<file path="config.mk">
export PLATFORM = sky130hd
export DESIGN_NAME = cr16_controller
export DESIGN_NICKNAME = d
export VERILOG_FILES = /design/src/rtl/cr16_controller.sv
export SDC_FILE = /design/constraint.sdc
export NUM_CORES = 1
export LEC_CHECK = 0
export CORE_MARGIN = 2
export CORE_UTILIZATION = 43
export CTS_CLUSTER_SIZE = 10
export DETAILED_ROUTE_END_ITERATION = 8
export PLACE_DENSITY = 0.77
export SLEW_MARGIN = 20
export SYNTH_ARGS = -nofsm -noshare
export SYNTH_HDL_FRONTEND = slang
export SYNTH_SLANG_ARGS = --single-unit
</file>
<file path="constraint.sdc">
create_clock -name I_CLK -period 3.9 [get_ports I_CLK]
set_clock_uncertainty 0.2 [all_clocks]
set_input_delay 0.78 -clock I_CLK [delete_from_list [all_inputs] [get_ports I_CLK]]
set_output_delay 0.78 -clock I_CLK [all_outputs]
set_load 0.02 [all_outputs]
</file>
<file path="src/rtl/cr16_controller.sv">
// CompactRISC16 fetch/decode/control unit: a multi-cycle FSM that fetches from
// word-addressed instruction memory and drives cr16_datapath control signals.
module cr16_controller (
    input  logic        I_CLK,
    input  logic        I_RESET,
    input  logic [15:0] I_INSTR,
    input  logic [4:0]  I_FLAGS,
    output logic [15:0] O_MEM_ADDR,
    output logic        O_MEM_RD,
    output logic [15:0] O_REG_ENABLE,
    output logic [3:0]  O_OPCODE,
    output logic [3:0]  O_READ_PORT_A_SEL,
    output logic [3:0]  O_READ_PORT_B_SEL,
    output logic [15:0] O_IMMEDIATE,
    output logic        O_IMM_SEL,
    output logic        O_ALU_ENABLE,
    output logic        O_HALTED
);

    typedef enum logic [2:0] {
        S_IDLE  = 3'd0,
        S_FETCH = 3'd1,
        S_LATCH = 3'd2,
        S_EXEC  = 3'd3,
        S_HALT  = 3'd4
    } state_t;

    state_t      state_q, state_d;
    logic [15:0] pc_q, pc_d;
    logic [15:0] ir_q, ir_d;

    logic [3:0]  f_op, f_rd, f_ext, f_rs;
    logic [7:0]  f_imm8;

    assign f_op   = ir_q[15:12];
    assign f_rd   = ir_q[11:8];
    assign f_ext  = ir_q[7:4];
    assign f_rs   = ir_q[3:0];
    assign f_imm8 = ir_q[7:0];

    // Only Z participates in branch resolution.
    logic unused_flags;
    assign unused_flags = ^{I_FLAGS[4], I_FLAGS[2:0]};

    // Shared ext/op code table: {valid, ALU opcode}.
    function automatic logic [4:0] alu_code(input logic [3:0] c);
        case (c)
            4'b0001: return {1'b1, 4'd3};
            4'b0010: return {1'b1, 4'd4};
            4'b0011: return {1'b1, 4'd5};
            4'b0101: return {1'b1, 4'd0};
            4'b1001: return {1'b1, 4'd1};
            4'b1011: return {1'b1, 4'd2};
            4'b1101: return {1'b1, 4'd6};
            default: return 5'b0;
        endcase
    endfunction

    function automatic logic [15:0] sext8(input logic [7:0] v);
        return {{8{v[7]}}, v};
    endfunction

    function automatic logic [15:0] sext5(input logic [4:0] v);
        return {{11{v[4]}}, v};
    endfunction

    logic        dec_legal, dec_br, dec_alu_en, dec_wr, dec_imm_sel, br_taken;
    logic [3:0]  dec_opcode;
    logic [15:0] dec_imm;
    logic [4:0]  dec_code;

    always_comb begin
        dec_legal   = 1'b0;
        dec_br      = 1'b0;
        dec_alu_en  = 1'b0;
        dec_wr      = 1'b0;
        dec_imm_sel = 1'b0;
        dec_opcode  = 4'd0;
        dec_imm     = 16'h0000;
        dec_code    = 5'b0;
        case (f_op)
            4'b0000: begin
                dec_code   = alu_code(f_ext);
                dec_legal  = dec_code[4];
                dec_opcode = dec_code[3:0];
                dec_alu_en = dec_code[4];
                dec_wr     = dec_code[4] && (f_ext != 4'b1011);
            end
            4'b1000: begin
                if (f_ext == 4'b0100) begin
                    dec_legal  = 1'b1;
                    dec_opcode = 4'd7;
                    dec_alu_en = 1'b1;
                    dec_wr     = 1'b1;
                end else if (f_ext[3:1] == 3'b000) begin
                    dec_legal   = 1'b1;
                    dec_opcode  = 4'd7;
                    dec_alu_en  = 1'b1;
                    dec_wr      = 1'b1;
                    dec_imm_sel = 1'b1;
                    dec_imm     = sext5(ir_q[4:0]);
                end
            end
            4'b1100: begin
                dec_legal = 1'b1;
                dec_br    = 1'b1;
            end
            4'b1111: begin
                dec_legal   = 1'b1;
                dec_opcode  = 4'd6;
                dec_alu_en  = 1'b1;
                dec_wr      = 1'b1;
                dec_imm_sel = 1'b1;
                dec_imm     = {f_imm8, 8'h00};
            end
            default: begin
                // Immediate forms reuse the register-form ext code as op.
                dec_code = alu_code(f_op);
                if (dec_code[4]) begin
                    dec_legal   = 1'b1;
                    dec_opcode  = dec_code[3:0];
                    dec_alu_en  = 1'b1;
                    dec_wr      = (f_op != 4'b1011);
                    dec_imm_sel = 1'b1;
                    if (f_op == 4'b0101 || f_op == 4'b1001 || f_op == 4'b1011)
                        dec_imm = sext8(f_imm8);
                    else
                        dec_imm = {8'h00, f_imm8};
                end
            end
        endcase
    end

    assign br_taken = ((f_rd == 4'b0000) &&  I_FLAGS[3]) ||
                      ((f_rd == 4'b0001) && !I_FLAGS[3]) ||
                       (f_rd == 4'b1110);

    always_comb begin
        state_d           = state_q;
        pc_d              = pc_q;
        ir_d              = ir_q;
        O_MEM_ADDR        = 16'h0000;
        O_MEM_RD          = 1'b0;
        O_REG_ENABLE      = 16'h0000;
        O_OPCODE          = 4'd0;
        O_READ_PORT_A_SEL = 4'd0;
        O_READ_PORT_B_SEL = 4'd0;
        O_IMMEDIATE       = 16'h0000;
        O_IMM_SEL         = 1'b0;
        O_ALU_ENABLE      = 1'b0;
        O_HALTED          = 1'b0;
        case (state_q)
            S_IDLE:  state_d = S_FETCH;
            S_FETCH: begin
                O_MEM_RD   = 1'b1;
                O_MEM_ADDR = pc_q;
                state_d    = S_LATCH;
            end
            S_LATCH: begin
                ir_d    = I_INSTR;
                state_d = S_EXEC;
            end
            S_EXEC: begin
                O_READ_PORT_A_SEL = f_rd;
                O_READ_PORT_B_SEL = f_rs;
                if (dec_legal) begin
                    O_REG_ENABLE = dec_wr ? (16'h0001 << f_rd) : 16'h0000;
                    O_OPCODE     = dec_opcode;
                    O_IMMEDIATE  = dec_imm;
                    O_IMM_SEL    = dec_imm_sel;
                    O_ALU_ENABLE = dec_alu_en;
                    pc_d         = (dec_br && br_taken) ? pc_q + sext8(f_imm8) : pc_q + 16'd1;
                    state_d      = S_FETCH;
                end else begin
                    state_d = S_HALT;
                end
            end
            S_HALT:  O_HALTED = 1'b1;
            default: state_d = S_IDLE;
        endcase
    end

    always_ff @(posedge I_CLK) begin
        if (I_RESET) begin
            state_q <= S_IDLE;
            pc_q    <= 16'h0000;
            ir_q    <= 16'h0000;
        end else begin
            state_q <= state_d;
            pc_q    <= pc_d;
            ir_q    <= ir_d;
        end
    end

endmodule

</file>
==> results.cfg <==
[clocking]
cts_buffers = 5
cts_tree = yes
cts_buffer_depth = 2
cts.root.buffer_cell = clkbuf_8
h-tree-depth = 2
clkSinkCount = 35
hold_buffers = 0
clkLatencyLatePin_ps = 290
cts.clk_slew.worst_paths_ps = 80

[power_and_ir_drop]
combPwrFrac = 0.245
p_leak_nw = 1.79
p_sw_frac = 0.301
internal_power_mw = 0.738
power_switching_mw = 0.317
pwr-share-clk = 0.377
ir_drop_uv = 174
pwr-share-seq = 0.378
cellPowerDensity_nw_per_um2 = 260
finalPower_mw = 1.06

[route]
ant_nets = 0
vias = 3189
drc = 0
drt_iter0_markers = 214
routed_wl_um = 8450
avgViaCountPerCell = 5.52
first_pass_iters = 5
wl_per_cell_um = 14.6

[timing]
slew_headroom = 0.371
hold_viol_final = 0
max_clock_freq_mhz = 259
slew_violations = 0
period_share = 0.991
period_needed_ps = 3870
setup_violations = 0
worst_slew_pin_slew_ps = 940
rsz0062_at_grt = yes
hold_ws_ps = 275

[synth]
ys.flop_type = dfxtp_1
syn-mean-instance-area_um2 = 7.08
netlist_area_um2 = 2830
synth-seq-cells = 35
ys_types = 62
async_flop_share = 0
synthCells = 400
ys_warn_count = 0
synth_seq_area_share = 0.248
syn_nets = 431
synth_edf_count = 0

[critical_path]
arrival_ps = 2890
end_kind = primary output
crit_type = register to primary output
crit_required_ps = 2920
cp-start-kind = register
crit_path_max_fanout = 21

[flow_run]
drv_cap = 0

[finish]
ff_latch_area_um2 = 702
syn_to_final_growth_pct = 43.6
fin_util = 0.640
diodes = 0
nNetsFinal = 531
drive_above_1_share = 0.164
nFillCells = 565
multi_input_area_um2 = 2000

[global_route]
grt_max_degree = 32
overflow = 0
grt_first_pass_wirelength_um = 13900
grt_pass1_vias = 2931
grt_antenna_before_repair = 0
grt_use_total = 0.235

[floorplanning]
die_y_um = 85.1
die_w_um = 85.1
start_util = 0.446
num_io_pins = 87
num_rows = 29
dieArea_um2 = 7250
fp.coreArea_um2 = 6350

[placed_design]
port_buffers = 81
place_congestion = 0.929
hpwl_um = 6120

[status]
status = finished, final reports clean

[worst_hold_path]
hp-class = register to register
-- power by group through the flow --
stage | Sequential, mW | Clock (mW) | Combinational, mW
after global placement | 0.406 | 0 | 0.245
final | 0.399 | 0.397 | 0.259
after floorplan | 0.395 | 0 | 0.172
after CTS | 0.399 | 0.401 | 0.255
after global routing | 0.402 | 0.418 | 0.284
after detailed placement | 0.407 | 0 | 0.250
-- metrics by stage --
step | cell area [um^2] | setup WS [ps] | setup TNS (ps) | instances
final | 4060 | 33.6 | 0 | 578
after global routing | 4060 | -72.5 | -321 | 578
after CTS | 4020 | 0.179 | 0 | 578
after detailed placement | 3870 | -431 | -2320 | 567
after global placement | 3870 | -396 | -2040 | 567
after floorplan | 2840 | 55.9 | 0 | 400
-- state kept, by name, indices dropped and copies added, names as in the netlist --
signal	flops
ir_q	16
pc_q	16
state_q	3
-- critical path: stages (launching register included) --
cell	delay, ps
dfxtp_1	310
or3b_1	460
nor4b_2	380
o32a_1	270
o21ai_2	70
buf_4	220
nor3_1	230
clkdlybuf4s50_1	640
-- path summary, 6_finish.rpt --
kind	cells after the start	slack [ps]	endpoint	from
setup / recovery	7	30	O_IMMEDIATE[6]	ir_q[5]
hold / removal	2	270	pc_q[4]	pc_q[4]
setup reg to reg	11	160	pc_q[8]	ir_q[9]
hold reg to reg	2	270	pc_q[4]	pc_q[4]
-- per-layer routing --
layer,vias to the layer above,GRT usage,routed length [um]
li1,1575,-,-
met1,1483,0.313,3800
met2,118,0.393,4050
met3,13,0.0399,495
met4,0,0.0620,107
met5,-,0,0
-- Yosys cell counts, types with 5 or more instances --
cell      number  area [um^2]
nor2_1        45          169
clkbuf_1      17         63.8
dfxtp_1       35          701
a211oi_1       5         37.5
nor3_1        15         75.1
nor2b_1        7         43.8
and2_1        33          206
mux2i_1        7         70.1
mux2_2         6         67.6
ha_1           7         87.6
a21oi_1       47          235
nand2b_1       8         50.1
xnor2_1        6         52.6
inv_1          8         30.0
nand3_1       10         50.1
o21ai_0        6         30.0
nand2_1       64          240
-- logic make-up after synthesis --
group,count (synthesis),synth area share
fa+ha+maj,9,0.0416
flops,35,0.248
simple gates,222,0.408
xor+xnor,7,0.0217
other cells,1,0.00132
mux,14,0.0526
compound gates,78,0.165
buf+inv,34,0.0619
-- cell type report --
type / count / area share
clock inverters: 3 / 0.0166
well taps: 77 / 0.0237
inverters: 8 / 0.00739
multi-input cells: 331 / 0.492
repair buffers: 119 / 0.270
clock buffers: 5 / 0.0169
flip-flops and latches: 35 / 0.173
-- cell usage in the layout (no fill, tap or decap), types with 3 or more instances in the layout --
cell type        count
nor2_1              42
nand4b_1             3
clkdlybuf4s50_1     50
xnor2_1              6
a21oi_1             47
or3_2                4
dfxtp_1             34
buf_4               38
nor3b_1              3
o21a_1               3
mux2i_1              7
or3_1                4
a211oi_1             4
dlygate4sd2_1       20
nand2_1             64
nor2_2               3
and2_1              33
ha_1                 6
o21ai_0              5
nor3_1              15
inv_1                8
nor2b_1              7
mux2_2               6
clkbuf_8             5
nand2b_1             8
or4_4                4
nand4_1              3
dlymetal6s2s_1      11
nand3_1             10
-- what timing repair did --
| action | 4_1_cts | 5_1_grt |
|---|---|---|
| setup endpoints to repair | 24 | 18 |
| setup buffers | 3 | 0 |
| pin swaps | 9 | 0 |
| gates cloned | 0 | 0 |
| gates resized for setup | 26 | 15 |
Note: power is estimated with default switching activity, not from simulation.
